`src/rtl/image_uart_sender_pkg.sv`:
```
// Shared types and defaults for the image UART sender: FSM encoding, header bytes, frame sizing.
package image_pkg;

    localparam int unsigned CLKS_PER_BIT_DEF = 434;
    localparam int unsigned FRAME_BYTES_DEF  = 921600;
    localparam logic [7:0]  SYNC0_DEF        = 8'hA5;
    localparam logic [7:0]  SYNC1_DEF        = 8'h5A;
    localparam int unsigned COUNT_W          = 20;
    localparam int unsigned FIFO_DEPTH       = 2;

    typedef enum logic [2:0] {
        ST_IDLE,
        ST_HEADER,
        ST_STREAM,
        ST_DRAIN,
        ST_DONE
    } state_e;

    // Counter width for 0..n-1, never narrower than one bit.
    function automatic int unsigned cnt_width(input int unsigned n);
        return (n > 1) ? $clog2(n) : 1;
    endfunction

endpackage

```
`src/rtl/image_uart_sender_if.sv`:
```
// Upstream byte-stream handshake between the SRAM reader and the image UART sender.
interface image_uart_sender_if;
    logic       i_send;
    logic [7:0] i_data;
    logic       i_data_valid;
    logic       o_ready;

    modport master (output i_send, output i_data, output i_data_valid, input o_ready);
    modport slave  (input i_send, input i_data, input i_data_valid, output o_ready);
endinterface

```
`src/rtl/uart_tx_core.sv`:
```
// 8N1 UART serializer; o_idle also rises in the final stop-bit cycle so a new load
// continues back-to-back without an idle gap.
module uart_tx_core
    import image_pkg::*;
#(
    parameter int unsigned CLKS_PER_BIT = CLKS_PER_BIT_DEF
) (
    input  logic       i_clk,
    input  logic       i_rst,
    input  logic       i_load,
    input  logic [7:0] i_byte,
    output logic       o_tx,
    output logic       o_idle
);
    localparam int unsigned      CNT_W    = cnt_width(CLKS_PER_BIT);
    localparam logic [CNT_W-1:0] CNT_LAST = CNT_W'(CLKS_PER_BIT - 1);
    localparam logic [3:0]       IDX_STOP = 4'd9;

    logic             active_q, active_d;
    logic             tx_q, tx_d;
    logic [8:0]       shreg_q, shreg_d;
    logic [3:0]       idx_q, idx_d;
    logic [CNT_W-1:0] cnt_q, cnt_d;
    logic             last_tick;

    assign last_tick = (cnt_q == CNT_LAST);
    assign o_idle    = !active_q || ((idx_q == IDX_STOP) && last_tick);
    assign o_tx      = tx_q;

    always_comb begin
        active_d = active_q;
        tx_d     = tx_q;
        shreg_d  = shreg_q;
        idx_d    = idx_q;
        cnt_d    = cnt_q;
        if (i_load && o_idle) begin
            active_d = 1'b1;
            tx_d     = 1'b0;
            shreg_d  = {1'b1, i_byte};
            idx_d    = '0;
            cnt_d    = '0;
        end else if (active_q) begin
            if (last_tick) begin
                cnt_d = '0;
                if (idx_q == IDX_STOP) begin
                    active_d = 1'b0;
                    tx_d     = 1'b1;
                end else begin
                    // shreg holds {stop, data}; shifting in ones leaves the stop bit last
                    idx_d   = idx_q + 4'd1;
                    tx_d    = shreg_q[0];
                    shreg_d = {1'b1, shreg_q[8:1]};
                end
            end else begin
                cnt_d = cnt_q + CNT_W'(1);
            end
        end
    end

    always_ff @(posedge i_clk or posedge i_rst) begin
        if (i_rst) begin
            active_q <= 1'b0;
            tx_q     <= 1'b1;
            shreg_q  <= '1;
            idx_q    <= '0;
            cnt_q    <= '0;
        end else begin
            active_q <= active_d;
            tx_q     <= tx_d;
            shreg_q  <= shreg_d;
            idx_q    <= idx_d;
            cnt_q    <= cnt_d;
        end
    end

endmodule

```
`src/rtl/image_uart_sender.sv`:
```
// Frame sender: two sync bytes then FRAME_BYTES payload bytes over a UART line,
// fed through a 2-entry FIFO from an upstream valid/ready stream.
module image_uart_sender
    import image_pkg::*;
#(
    parameter int unsigned CLKS_PER_BIT = CLKS_PER_BIT_DEF,
    parameter int unsigned FRAME_BYTES  = FRAME_BYTES_DEF,
    parameter logic [7:0]  SYNC0        = SYNC0_DEF,
    parameter logic [7:0]  SYNC1        = SYNC1_DEF
) (
    input  logic                i_clk,
    input  logic                i_rst,
    image_uart_sender_if.slave  up,
    output logic                o_uart_tx,
    output logic                o_busy,
    output logic                o_done,
    output logic [COUNT_W-1:0]  o_byte_count,
    output logic                o_overflow
);
    localparam logic [COUNT_W-1:0] FRAME_MAX = COUNT_W'(FRAME_BYTES);

    state_e             state_q, state_d;
    logic               send_prev_q, send_prev_d;
    logic               hdr_sel_q, hdr_sel_d;
    logic [7:0]         fifo_q [FIFO_DEPTH];
    logic [7:0]         fifo_d [FIFO_DEPTH];
    logic               wr_ptr_q, wr_ptr_d, rd_ptr_q, rd_ptr_d;
    logic [1:0]         fifo_cnt_q, fifo_cnt_d;
    logic [COUNT_W-1:0] byte_cnt_q, byte_cnt_d;
    logic               overflow_q, overflow_d;

    logic       tx_idle, tx_load, pop;
    logic [7:0] tx_byte;
    logic       start, abort, ready, push, fifo_empty, fifo_full;

    assign fifo_empty   = (fifo_cnt_q == 2'd0);
    assign fifo_full    = (fifo_cnt_q == 2'd2);
    assign start        = (state_q == ST_IDLE) && up.i_send && !send_prev_q;
    assign abort        = (state_q == ST_STREAM) && !up.i_send;
    assign ready        = (state_q == ST_STREAM) && !fifo_full && (byte_cnt_q < FRAME_MAX);
    assign push         = up.i_data_valid && ready;
    assign up.o_ready   = ready;
    assign o_byte_count = byte_cnt_q;
    assign o_overflow   = overflow_q;

    uart_tx_core #(.CLKS_PER_BIT(CLKS_PER_BIT)) u_tx (
        .i_clk  (i_clk),
        .i_rst  (i_rst),
        .i_load (tx_load),
        .i_byte (tx_byte),
        .o_tx   (o_uart_tx),
        .o_idle (tx_idle)
    );

    always_ff @(posedge i_clk or posedge i_rst) begin
        if (i_rst) state_q <= ST_IDLE;
        else       state_q <= state_d;
    end

    always_comb begin
        state_d = state_q;
        case (state_q)
            ST_IDLE:   if (start) state_d = ST_HEADER;
            ST_HEADER: if (tx_idle && hdr_sel_q) state_d = ST_STREAM;
            ST_STREAM: if (abort || (byte_cnt_q == FRAME_MAX)) state_d = ST_DRAIN;
            ST_DRAIN:  if (fifo_empty && tx_idle) state_d = ST_DONE;
            ST_DONE:   state_d = ST_IDLE;
            default:   state_d = ST_IDLE;
        endcase
    end

    always_comb begin
        tx_load = 1'b0;
        tx_byte = fifo_q[rd_ptr_q];
        pop     = 1'b0;
        o_busy  = (state_q != ST_IDLE);
        o_done  = (state_q == ST_DONE);
        case (state_q)
            ST_HEADER: begin
                if (tx_idle) begin
                    tx_load = 1'b1;
                    tx_byte = hdr_sel_q ? SYNC1 : SYNC0;
                end
            end
            ST_STREAM: begin
                if (!abort && tx_idle && !fifo_empty) begin
                    tx_load = 1'b1;
                    pop     = 1'b1;
                end
            end
            ST_DRAIN: begin
                if (tx_idle && !fifo_empty) begin
                    tx_load = 1'b1;
                    pop     = 1'b1;
                end
            end
            default: ;
        endcase
    end

    always_comb begin
        send_prev_d = up.i_send;
        hdr_sel_d   = hdr_sel_q;
        fifo_d      = fifo_q;
        wr_ptr_d    = wr_ptr_q;
        rd_ptr_d    = rd_ptr_q;
        fifo_cnt_d  = fifo_cnt_q;
        byte_cnt_d  = byte_cnt_q;
        overflow_d  = overflow_q;

        if (start) hdr_sel_d = 1'b0;
        else if ((state_q == ST_HEADER) && tx_idle) hdr_sel_d = 1'b1;

        // An abort discards queued bytes, including one accepted in the abort cycle
        if (abort) begin
            wr_ptr_d   = 1'b0;
            rd_ptr_d   = 1'b0;
            fifo_cnt_d = 2'd0;
        end else begin
            if (push) begin
                fifo_d[wr_ptr_q] = up.i_data;
                wr_ptr_d         = !wr_ptr_q;
            end
            if (pop) rd_ptr_d = !rd_ptr_q;
            fifo_cnt_d = fifo_cnt_q + 2'(push) - 2'(pop);
        end

        if (start) byte_cnt_d = '0;
        else if (push && (byte_cnt_q < FRAME_MAX)) byte_cnt_d = byte_cnt_q + COUNT_W'(1);

        if (start) overflow_d = 1'b0;
        else if ((state_q == ST_STREAM) && up.i_data_valid && !ready) overflow_d = 1'b1;
    end

    always_ff @(posedge i_clk or posedge i_rst) begin
        if (i_rst) begin
            // Treat i_send as already high so a level held through reset is not an edge
            send_prev_q <= 1'b1;
            hdr_sel_q   <= 1'b0;
            for (int unsigned i = 0; i < FIFO_DEPTH; i++) fifo_q[i] <= '0;
            wr_ptr_q    <= 1'b0;
            rd_ptr_q    <= 1'b0;
            fifo_cnt_q  <= '0;
            byte_cnt_q  <= '0;
            overflow_q  <= 1'b0;
        end else begin
            send_prev_q <= send_prev_d;
            hdr_sel_q   <= hdr_sel_d;
            fifo_q      <= fifo_d;
            wr_ptr_q    <= wr_ptr_d;
            rd_ptr_q    <= rd_ptr_d;
            fifo_cnt_q  <= fifo_cnt_d;
            byte_cnt_q  <= byte_cnt_d;
            overflow_q  <= overflow_d;
        end
    end

endmodule

```
`src/flat_wrapper.sv`:
```
// flat-port wrapper written by rule: the top's interface ports become plain ports
module image_uart_sender_flat import image_pkg::*;
#(
    parameter int unsigned CLKS_PER_BIT = CLKS_PER_BIT_DEF,
    parameter int unsigned FRAME_BYTES  = FRAME_BYTES_DEF,
    parameter logic [7:0]  SYNC0        = SYNC0_DEF,
    parameter logic [7:0]  SYNC1        = SYNC1_DEF
)
  (i_clk, i_rst, o_uart_tx, o_busy, o_done, o_byte_count, o_overflow, up_i_send, up_i_data, up_i_data_valid, up_o_ready);
  image_uart_sender_if up_i ();
  input  logic i_clk;
  input  logic i_rst;
  output logic o_uart_tx;
  output logic o_busy;
  output logic o_done;
  output logic [COUNT_W-1:0] o_byte_count;
  output logic o_overflow;
  input wire logic [$bits(up_i.i_send)-1:0] up_i_send;
  input wire logic [$bits(up_i.i_data)-1:0] up_i_data;
  input wire logic [$bits(up_i.i_data_valid)-1:0] up_i_data_valid;
  output wire logic [$bits(up_i.o_ready)-1:0] up_o_ready;
  assign up_i.i_send = up_i_send;
  assign up_i.i_data = up_i_data;
  assign up_i.i_data_valid = up_i_data_valid;
  assign up_o_ready = up_i.o_ready;
  image_uart_sender #(.CLKS_PER_BIT(CLKS_PER_BIT), .FRAME_BYTES(FRAME_BYTES), .SYNC0(SYNC0), .SYNC1(SYNC1)) u_core (.i_clk(i_clk), .i_rst(i_rst), .up(up_i), .o_uart_tx(o_uart_tx), .o_busy(o_busy), .o_done(o_done), .o_byte_count(o_byte_count), .o_overflow(o_overflow));
endmodule
```
`config.mk`:
```
export PLATFORM = sky130hd
export DESIGN_NAME = image_uart_sender_flat
export DESIGN_NICKNAME = d
export VERILOG_FILES = /design/src/rtl/image_uart_sender_pkg.sv /design/src/rtl/image_uart_sender_if.sv /design/src/rtl/uart_tx_core.sv /design/src/rtl/image_uart_sender.sv /design/src/flat_wrapper.sv
export SDC_FILE = /design/constraint.sdc
export NUM_CORES = 1
export LEC_CHECK = 0
export ABC_AREA = 1
export CORE_ASPECT_RATIO = 1.75
export CORE_MARGIN = 2
export CORE_UTILIZATION = 38
export DETAILED_ROUTE_END_ITERATION = 8
export PLACE_DENSITY = 0.66
export SLEW_MARGIN = 5
export SYNTH_ARGS = -nofsm -noshare
export SYNTH_HDL_FRONTEND = slang
export SYNTH_SLANG_ARGS = --single-unit
export TNS_END_PERCENT = 50
```
`constraint.sdc`:
```
create_clock -name i_clk -period 2.1 [get_ports i_clk]
set_clock_uncertainty 0.05 [all_clocks]
set_input_delay 0.42 -clock i_clk [delete_from_list [all_inputs] [get_ports i_clk]]
set_output_delay 0.42 -clock i_clk [all_outputs]
set_load 0.1 [all_outputs]
```
# Yosys cells after proc, flatten, opt, wreduce, memory -nomap -nowiden
# Index checks and enable logic that the tools add are counted.
word_totals:
  register_bits: 70
  inputBits: 12
classes:
  n_lt_le_gt_ge: 4
  muxes: 49
  n_eq_ne: 13
  reduce_logical: 43
  n_addsub: 5
  bitwise_logic: 3
ops:
  columns: ["op", "count"]
  rows:
  - ["two-way mux 9 bit", 7]
  - ["two-way mux 8 bit", 7]
  - ["two-way mux 20 bit", 2]
  - ["adder 20 x 1 -> 20 bit, second input constant", 1]
  - ["equality test 20 bit, second input constant", 1]
  - ["< comparator 20 bit, second input constant", 1]
  - ["two-way mux 1 bit", 19]
  - ["logical AND 1 bit", 18]
  - ["bitwise mux 16 bit", 1]
  - ["two-way mux 4 bit", 4]
  - ["nonzero test 2 bit", 7]
  - ["two-way mux 3 bit", 4]
  - ["one-hot mux 3 bit (4 select lines)", 1]
  - ["adder 9 x 1 -> 9 bit, second input constant", 1]
  - ["equality test 9 bit, second input constant", 1]
  - ["logical NOT 1 bit", 9]
  - ["demux 8 bit (select 1 bit)", 1]
  - ["inequality test 2 x 1 -> 1 bit, second input constant", 4]
  - ["equality test 3 x 2 -> 1 bit, second input constant", 2]
  - ["adder 4 x 1 -> 4 bit, second input constant", 1]
  - ["equality test 4 bit, second input constant", 1]
  - ["greater-or-equal comparator 2 bit, second input constant", 2]
  - ["inverter 1 -> 2 bit", 2]
  - ["AND reduction 2 bit", 2]
  - ["other kinds (17)", 18]

# Longest topological paths before layout
# Gate-level depths: netlist of the first run.
logic_depth:
  ltp_word: 10
  depth_mapped: 13
  depth_no_buf: 13

# Cells and area by module
# A second synthesis of the first run with hierarchy kept.
hier_totals:
  cells_unflattened: 533
  area_unflattened_um2: 4085.2
by_module_without_submodules:
  columns: ["module", "seq_area_each_um2", "n_inst", "area_per_inst_um2", "cells_each"]
  rows:
  - ["image_uart_sender", 1152.4, 1, 2800.2, 373]
  - ["uart_tx_core", 586.8, 1, 1285.0, 160]

# Worst setup path before layout of the first run
# No wires, ideal clock.
synth_path:
  kind: "flip-flop to output port"
  from: "register u_core.state_q[1]"
  to: "output o_done"
  setup_slack_ns: -0.886
  t_arrival_ns: 2.516
  path_stages_with_launch: 2
  path_cell_list: "dfrtp_1 > nor3_1"
synth_via:
  elab_chain_len: 1
synth_lines:
  columns: ["element", "line_no", "text"]
  rows:
  - ["from (decl)", "image_uart_sender.sv:22", "state_e state_q, state_d;"]
  - ["from (signal assigned)", "image_uart_sender.sv:57", "else state_q <= state_d;"]
  - ["equality test 3 bit", "image_uart_sender.sv:77", "o_done = (state_q == ST_DONE);"]
  - ["to (decl)", "flat_wrapper.sv:15", "output logic o_done;"]
# Every way passes these cells.

# Worst setup path in the final report of the first run
layout_path:
  from: "register u_core.state_q[0]"
  to: "output up_o_ready"
layout_via:
  elab_chain_len: 3
layout_lines:
  columns: ["element", "line_no", "text"]
  rows:
  - ["equality test 3 x 2 -> 1 bit", "image_uart_sender.sv:40", "assign ready = (state_q == ST_STREAM) && !fifo_full && (byte_cnt_q < FRAME_MAX);"]
  - ["logical AND 1 bit (2 in a row)", "image_uart_sender.sv:40", null]
  - ["to (decl)", "flat_wrapper.sv:21", "output wire logic [$bits(up_i.o_ready)-1:0] up_o_ready;"]
# Every way passes these cells.

==> results of run 1 <==
state kept, by name, indices dropped and copies added, names as in the netlist, 2 cells and up:
name	count
u_core.u_tx.cnt_q	9
u_core.fifo_cnt_q	2
u_core.u_tx.idx_q	4
u_core.u_tx.shreg_q	8
u_core.fifo_q	16
u_core.o_byte_count	20
u_core.state_q	3
cells in the mapped netlist (4+ instances only):
library cell / number / area share
nand3_1: 39 / 0.049
nand2_2: 7 / 0.011
inv_2: 5 / 0.0047
a21oi_1: 9 / 0.011
dfrtp_1: 59 / 0.37
nor3_1: 19 / 0.024
o21ai_0: 39 / 0.049
o21ai_1: 14 / 0.018
dfstp_2: 10 / 0.066
o311ai_0: 7 / 0.015
inv_1: 74 / 0.070
nand4_1: 10 / 0.016
nor2_1: 34 / 0.032
clkbuf_1: 4 / 0.0038
xor2_1: 15 / 0.033
buf_2: 4 / 0.0051
nand2_1: 141 / 0.13
ha_1: 8 / 0.025
final cells by class:
type                       count  area, um^2
tap                          127       158.9
fill                         999        5291
sequential                    69        1767
clock buffer                  15       277.8
inverter                      81       311.5
timing repair buffer          58       538.0
multi-input combinational    360        1889
clock inverter                 1       5.005
stage by stage:
stage	utilization	hold slack (ns)
after global placement	0.4484	0.4209
final	0.4832	0.3524
after detailed placement	0.4484	0.4282
after CTS	0.4772	0.3501
after global routing	0.4832	0.3632
after floorplan	-	0.3745
cells by family (layout without fill, tap and decap cells):
logic type / Yosys count / in the layout / synth area share
XOR/XNOR: 17 / 17 / 0.03764
AO/OA/AOI/OAI: 78 / 78 / 0.1126
flip-flops: 69 / 69 / 0.4396
buffers and inverters: 93 / 155 / 0.09519
adder cells (fa/ha/maj): 8 / 8 / 0.02530
AND/OR/NAND/NOR: 257 / 257 / 0.2897
power by group through the flow:
| stage | Sequential, W | Combinational [W] | Clock [W] |
|---|---|---|---|
| after floorplan | 0.00251 | 0.00116 | 0 |
| after global placement | 0.00189 | 0.00241 | 0 |
| after detailed placement | 0.00191 | 0.00245 | 0 |
| after CTS | 0.00188 | 0.00249 | 0.00146 |
| after global routing | 0.00193 | 0.00272 | 0.00152 |
| final | 0.00189 | 0.00250 | 0.00143 |
worst paths after layout:
check	from	slack [ns]	endpoint	cells past startpoint
min in group i_clk	u_core.fifo_q[8]$_DFFE_PP0P_	0.44	u_core.fifo_q[8]$_DFFE_PP0P_	2
hold / removal	i_rst	0.35	u_core.u_tx.cnt_q[5]$_DFFE_PP0P_	2
max in group asynchronous	i_rst	1.04	u_core.u_tx.shreg_q[4]$_DFFE_PP1P_	3
setup / recovery	u_core.state_q[0]$_DFFE_PP0P_	0.06	up_o_ready	6
hold reg to reg	u_core.fifo_q[8]$_DFFE_PP0P_	0.44	u_core.fifo_q[8]$_DFFE_PP0P_	2
setup reg to reg	u_core.state_q[0]$_DFFE_PP0P_	0.15	u_core.fifo_cnt_q[1]$_DFF_PP0_	11
layer usage:
metal	routed length, um	vias up
met2	5425	90
met1	3649	1694
li1	-	1793
met5	0	-
met3	343	26
met4	352	0
what timing repair did:
item                                    in CTS  in global routing
buffers inserted                             1                  3
gates resized for setup                      1                 11
endpoints found under the setup margin       1                 20
pin swaps                                    1                  2
==> results.toml, run 1 <==
[placed_design]
dp_cells = 691
postPlaceCellArea_mm2 = 0.004591
port_buffers = 36
dp_hpwl_um = 7358
gp_congestion = 0.9412
dp_slack_ns = -0.1198

[detailed_routing]
totalWireLength_um = 9771
dr.pass1.iters = 4
drc_errors = 0
drtIter0Drc = 146
num_vias = 3603
drtAntennaViolNets = 0
wl_per_cell_um = 13.74
via_per_inst = 5.068

[grt]
use_met3 = 0.03906
use_met2 = 0.3441
grt.busiest_layer = "met2"
grt_pass1_wl_um = 16700
grt_antenna_before_repair = 0
grt_pass1_vias = 3740
gr-total-overflow = 0
grt_max_degree = 49
grt.met1_usage = 0.1938
grt.total_usage = 0.1902

[clock_tree]
cts_sinks = 69
worstSkewPairLatency_ns = 0.33
cts_hold_buffers = 0
path_clk_slew_ns = 0.05
clock_path_buffers = 2
htreeDepth = 3
cts_tree = "done"
cts_root_buffer = "clkbuf_16"
cts-buffers-inserted = 9

[timing]
fmax_mhz = 490.5
finalCritPeriodShare = 0.9707
max_slew_margin = 0.6000
fin_crit_ns = 2.039
final.setup.tns_ns = 0
setup_viol = 0
worst_slack_ns = 0.06144
slew_viol_final = 0
rsz0062_at_grt = "true"
hold_viol = 0
tightest_slew_ns = 0.5981

[cells_and_area]
drive_gt1_frac = 0.2055
fin_nets = 599
syn_to_final_growth_pct = 25.05
stdcell_count = 711
final_area_mm2 = 0.004947
final_common_cell = "nand2_1"
n_antenna_cell = 0
mostFrequentLayoutCells = "nand2_1, inv_1, dfrtp_1"

[critical_path]
crit_type = "flop to output pin"
arrival_ns = 1.57
crit_path_max_fanout = 4
worstPathCellList = "nor2_4, nand2_2, a21oi_4, nand2_1, clkinvlp_4, buf_12"
end_kind = "output pin"
critPathSlowestCell = "dfrtp_1"
crit_buf_inv = 2
max_stage_delay_ns = 0.43
start_kind = "flop"
path_delay_family = "flip-flops"
worstPathRequired_ns = 1.63

[floorplan]
start_util = 0.3864
core-area_mm2 = 0.01024
chipWidth_um = 81.13
dieArea_mm2 = 0.01128
rows = 49
io_pins = 37
die_h_um = 139.0

[synthesis]
synth-seq-cells = 69
syn_avg_cell_area_um2 = 7.579
synth_edf_count = 0
async_flop_share = 1.000
seq_area_frac_synth = 0.4396
synth_nets = 542
synth_area_mm2 = 0.003956
synth_ff_type = "dfrtp_1"
syn_inst = 522
synth_cell_types = 34
yosysWarnings = 0

[job]
maxCapViolCount = 0

[power_and_ir_drop]
p_leak_nw = 2.361
internal-power_w = 0.003257
power-per-cell-area_mw_per_mm2 = 1178
peakVddDrop_mv = 0.7074
p_clk_frac = 0.246
p_switching_w = 0.002570
p_total_w = 0.005827
p_comb_frac = 0.430
swShare = 0.4411
seqPwrFrac = 0.324

[run_status]
status = "finished clean"

[hold_path]
min_path_type = "primary input to async pin"
Power figures use the tool's default switching activity.
==> run 2, diff against run 1 <==
- CORE_UTILIZATION: 38 -> 30
- GPL_TIMING_DRIVEN: not set -> 0
- PLACE_DENSITY: 0.66 -> 0.56
==> run 2 against run 1 <==
  * Setup slack worse by 0.044 ns
  * Routed wire length is 6.1% higher
  * Register-to-register slack worse by 0.07 ns
  * Via count is 0.11% higher
  * Flip-flop and latch count stayed put
  * Clock power is 16% higher
  * Sequential power hardly changed
  * Count of clock-buffer cells in the layout is 3 lower
  * Sequential share of layout area is 0.22 points lower
  * Largest cell class unchanged
  * Combinational power is 4% lower
  * Power is 1.9% higher
==> results.toml, run 2 (synthesis results as in run 1) <==
[run_status]
status = "finished clean"

[clock_tree]
worstSkewPairLatency_ns = 0.33
cts_root_buffer = "clkbuf_16"
cts_sinks = 69
cts_tree = "done"
htreeDepth = 3
cts-buffers-inserted = 9
clock_path_buffers = 2
path_clk_slew_ns = 0.06

[floorplan]
dieArea_mm2 = 0.01416
chipWidth_um = 90.81
rows = 55
die_h_um = 155.9
core-area_mm2 = 0.01294
start_util = 0.3058
io_pins = 37

[hold_path]
hold_depth = 2
whs_endpoint = "u_core.u_tx.o_tx$_DFFE_PP1P_"
hp-start = "u_core.u_tx.o_tx$_DFFE_PP1P_"
min_path_type = "flop to flop"

[critical_path]
r2r-start = "u_core.u_tx.idx_q[1]$_DFFE_PP0P_"
start_kind = "primary input"
end_kind = "flop"
reg2reg_to = "u_core.fifo_cnt_q[1]$_DFF_PP0_"
crit_path_max_fanout = 5
reg2reg_slack_ns = 0.08
reg2regPathDepth = 13
arrival_ns = 2.24
worstPathRequired_ns = 2.26
crit_type = "primary input to flop"

[power_and_ir_drop]
p_switching_w = 0.002585
power-per-cell-area_mw_per_mm2 = 1193
p_comb_frac = 0.402
p_clk_frac = 0.280
internal-power_w = 0.003356
p_leak_nw = 2.345
seqPwrFrac = 0.318
peakVddDrop_mv = 0.3859
swShare = 0.4351

[cells_and_area]
fin_util = 0.3850
final_common_cell = "nand2_1"
n_antenna_cell = 0
syn_to_final_growth_pct = 25.90
stdcell_count = 751
drive_gt1_frac = 0.1707
fin_nets = 595
mostFrequentLayoutCells = "nand2_1, inv_1, dfrtp_1"
final_area_mm2 = 0.004981
largest_reg_flops = 20

[timing]
final.setup.tns_ns = 0
slew_viol_final = 0
max_slew_margin = 0.3566
fin_crit_ns = 2.083
hold_viol = 0
fmax_mhz = 480.2
tightest_slew_ns = 0.9690
setup_viol = 0
rsz0062_at_grt = "true"
worst_slack_ns = 0.01741
finalCritPeriodShare = 0.9917

[detailed_routing]
drtAntennaViolNets = 0
dr.pass1.iters = 6
totalWireLength_um = 10360
via_per_inst = 4.803
drc_errors = 0
wl_per_cell_um = 13.80
drtIter0Drc = 215
num_vias = 3607

[placed_design]
dp_slack_ns = -0.6326
dp_cells = 730
dp_hpwl_um = 7802
port_buffers = 36
gp_congestion = 0.9410
postPlaceCellArea_mm2 = 0.004591

[grt]
grt_max_degree = 38
gr-total-overflow = 0
grt_pass1_wl_um = 17060
grt_pass1_vias = 3647
grt.total_usage = 0.1531
grt_antenna_before_repair = 0

[job]
maxCapViolCount = 0
run 2: worst max-delay path by stage:
stage	endpoint	start	slack, ns
after floorplan	o_done	u_core.state_q[1]$_DFFE_PP0P_	-0.04
after global placement	up_o_ready	u_core.o_byte_count[12]$_DFFE_PP0P_	-0.63
after detailed placement	up_o_ready	u_core.state_q[0]$_DFFE_PP0P_	-0.63
after CTS	o_byte_count[19]	u_core.o_byte_count[19]$_DFFE_PP0P_	-0.004
after global routing	u_core.fifo_cnt_q[1]$_DFF_PP0_	u_core.u_tx.idx_q[1]$_DFFE_PP0P_	-0.09
final	u_core.fifo_cnt_q[1]$_DFF_PP0_	up_i_send	0.02
run 2: power groups by stage:
| stage | Combinational, W | Clock [W] | Sequential (W) |
|---|---|---|---|
| finish | 0.00239 | 0.00166 | 0.00189 |
| global route | 0.00257 | 0.00178 | 0.00193 |
| CTS | 0.00239 | 0.00172 | 0.00188 |
| detailed placement | 0.00239 | 0 | 0.00191 |
| global placement | 0.00235 | 0 | 0.00190 |
| floorplan | 0.00116 | 0 | 0.00251 |
run 2: per-layer routing:
metal  wire length, um  share of wire  track usage  vias up
met4               460          0.044      0.09380        0
met1              3864           0.37       0.1479     1692
li1                  -              -            -     1788
met3               368          0.036      0.02705       32
met5                 0              0            0        -
met2              5670           0.55       0.2960       95
run 2: area by class of cell:
class                      count  area (um^2)
clock inverter                 4        70.07
multi-input combinational    360         1886
tap                          171        214.0
timing repair buffer          42        402.9
fill                        1387         7956
buffer                        12        72.57
clock buffer                  12        256.5
inverter                      81        311.5
sequential                    69         1768
run 2: stage by stage:
step                total power, W  hold slack [ns]
floorplan                 0.003677           0.3745
global placement          0.004251           0.4182
detailed placement        0.004294           0.4308
CTS                       0.005987           0.4441
global route              0.006276           0.4631
finish                    0.005941           0.4383
run 2: worst max-delay path, cell delays in order:
cell and delay (ns):
clkdlybuf4s50_1 0.56, nand3_1 0.13, a21oi_1 0.27, nand2_2 0.15
inv_1 0.08, ha_1 0.22, inv_1 0.06, ha_1 0.15
xor2_1 0.15, nor2_1 0.06
run 2: what timing repair did:
action	CTS	global route
buffers inserted	0	5
gates resized for setup	54	19
hold buffers	0	0
endpoints found under the setup margin	28	30
pin swaps	1	2
==> run 3, diff against run 2 <==
- CELL_PAD_IN_SITES_DETAIL_PLACEMENT: not set -> 0
- CELL_PAD_IN_SITES_GLOBAL_PLACEMENT: not set -> 2
- PLACE_DENSITY: 0.56 -> 0.82
==> run 3 against run 2 <==
  * Non-clock buffer count is 5 higher
  * Largest cell class unchanged
  * Die area unchanged
  * Clock power up 15%
  * Via count increased by 0.55%
  * Critical path depth shrank 9
  * Power is 5.9% higher
  * Fmax is 0.35% higher
  * Critical endpoint is now o_byte_count[15]
==> results.toml, run 3 (synthesis results as in run 1) <==
[power_and_ir_drop]
p_leak_nw = 2.407
internal-power_w = 0.003627
seqPwrFrac = 0.299
power-per-cell-area_mw_per_mm2 = 1232
p_switching_w = 0.002662
swShare = 0.4232
p_clk_frac = 0.304
p_comb_frac = 0.397
peakVddDrop_mv = 0.4152

[critical_path]
r2r-start = "u_core.state_q[0]$_DFFE_PP0P_"
max_stage_delay_ns = 0.87
worstPathRequired_ns = 1.63
arrival_ns = 1.61
worstPathCellList = "dlygate4sd2_1"
crit_buf_inv = 1
reg2reg_slack_ns = 0.12
path_delay_family = "buffers and inverters"
crit_type = "flop to output pin"
crit_path_max_fanout = 5
crit_path_start = "u_core.o_byte_count[15]$_DFFE_PP0P_"
end_kind = "output pin"
start_kind = "flop"
critPathSlowestCell = "dlygate4sd2_1"

[floorplan]
core-area_mm2 = 0.01294
die_h_um = 155.9
dieArea_mm2 = 0.01416
io_pins = 37
chipWidth_um = 90.81
start_util = 0.3058
rows = 55

[grt]
grt_pass1_vias = 3567
grt_pass1_wl_um = 17720
grt.total_usage = 0.1609
grt_antenna_before_repair = 0
gr-total-overflow = 0
grt_max_degree = 33

[cells_and_area]
final_area_mm2 = 0.005104
mostFrequentLayoutCells = "nand2_1, inv_1, dfrtp_1"
largest_reg_flops = 20
final_common_cell = "nand2_1"
drive_gt1_frac = 0.1863
fin_nets = 600
n_antenna_cell = 0
syn_to_final_growth_pct = 29.00

[detailed_routing]
drtIter0Drc = 162
drc_errors = 0
totalWireLength_um = 11110
num_vias = 3627
wl_per_cell_um = 14.69
dr.pass1.iters = 4
drtAntennaViolNets = 0
via_per_inst = 4.798

[timing]
finalCritPeriodShare = 0.9882
tightest_slew_ns = 0.9632
max_slew_margin = 0.3604
setup_viol = 0
hold_viol = 0
fin_crit_ns = 2.075
slew_viol_final = 0
rsz0062_at_grt = "true"
fmax_mhz = 481.9
final.setup.tns_ns = 0

[hold_path]
min_path_type = "primary input to async pin"

[clock_tree]
cts_hold_buffers = 0
worstSkewPairLatency_ns = 0.34
clock_path_buffers = 2
cts_root_buffer = "clkbuf_16"
cts_tree = "done"
path_clk_slew_ns = 0.06
cts-buffers-inserted = 9
htreeDepth = 3
cts_sinks = 69

[placed_design]
postPlaceCellArea_mm2 = 0.004611
gp_congestion = 0.8624
dp_hpwl_um = 8440
port_buffers = 36

[job]
maxCapViolCount = 0

[run_status]
status = "finished clean"
==> run 3: changes by cell type in the layout (fill, tap and decap cells not counted), sizes merged <==
cell / delta
buf: +6
bufinv: +2
dlygate4sd2: -1
clkdlybuf4s18: -1
clkbuf: -3
clkdlybuf4s15: +2
==> run 3: layout make-up <==
| type | count | area (um^2) |
|---|---|---|
| tap | 171 | 214.0 |
| sequential | 69 | 1768 |
| multi-input combinational | 360 | 1906 |
| inverter | 81 | 311.5 |
| timing repair buffer | 47 | 455.4 |
| buffer | 12 | 76.32 |
| clock buffer | 10 | 239.0 |
| fill | 1418 | 7834 |
| clock inverter | 6 | 133.9 |
==> run 3: what timing repair did <==
item / 4_1_cts / 5_1_grt
buffers inserted: 0 / 9
pin swaps: 1 / 7
endpoints found under the setup margin: 39 / 34
resized for setup: 57 / 25
cloned: 0 / 0
==> run 3: path summary, 6_finish.rpt <==
| path | endpoint | cells past startpoint |
|---|---|---|
| worst max-delay path | o_byte_count[15] | 1 |
| min in group i_clk | u_core.u_tx.o_tx$_DFFE_PP1P_ | 2 |
| max in group asynchronous | u_core.u_tx.shreg_q[5]$_DFFE_PP1P_ | 3 |
| worst min-delay path | u_core.o_byte_count[4]$_DFFE_PP0P_ | 2 |
| worst max register to register | u_core.fifo_cnt_q[1]$_DFF_PP0_ | 9 |
| worst min register to register | u_core.u_tx.o_tx$_DFFE_PP1P_ | 2 |
==> run 3: power by group through the flow <==
stage          Clock [W]  Combinational (W)  Sequential [W]
6_report         0.00191            0.00249         0.00188
5_1_grt          0.00201            0.00268         0.00192
4_1_cts          0.00195            0.00242         0.00188
3_5_place_dp           0            0.00242         0.00190
3_3_place_gp           0            0.00238         0.00189
2_1_floorplan          0            0.00116         0.00251
==> run 3: routing by layer <==
layer  wire length (um)  GRT usage
met1               4090     0.1605
met2               6288     0.3152
met3                341    0.02609
met4                385    0.08225
met5                  0          0
==> run 3: metrics by stage <==
stage	hold WS [ns]	utilization	total power, W	worst slack (ns)	std cells
finish	0.3681	0.3945	0.006289	0.02474	756
global route	0.3891	0.3945	0.006610	-0.03991	756
floorplan	0.3745	-	0.003677	-0.04130	522
global placement	0.4240	0.3533	0.004275	-0.6208	729
CTS	0.3794	0.3868	0.006249	-0.04046	747
detailed placement	0.4171	0.3564	0.004319	-0.6538	731
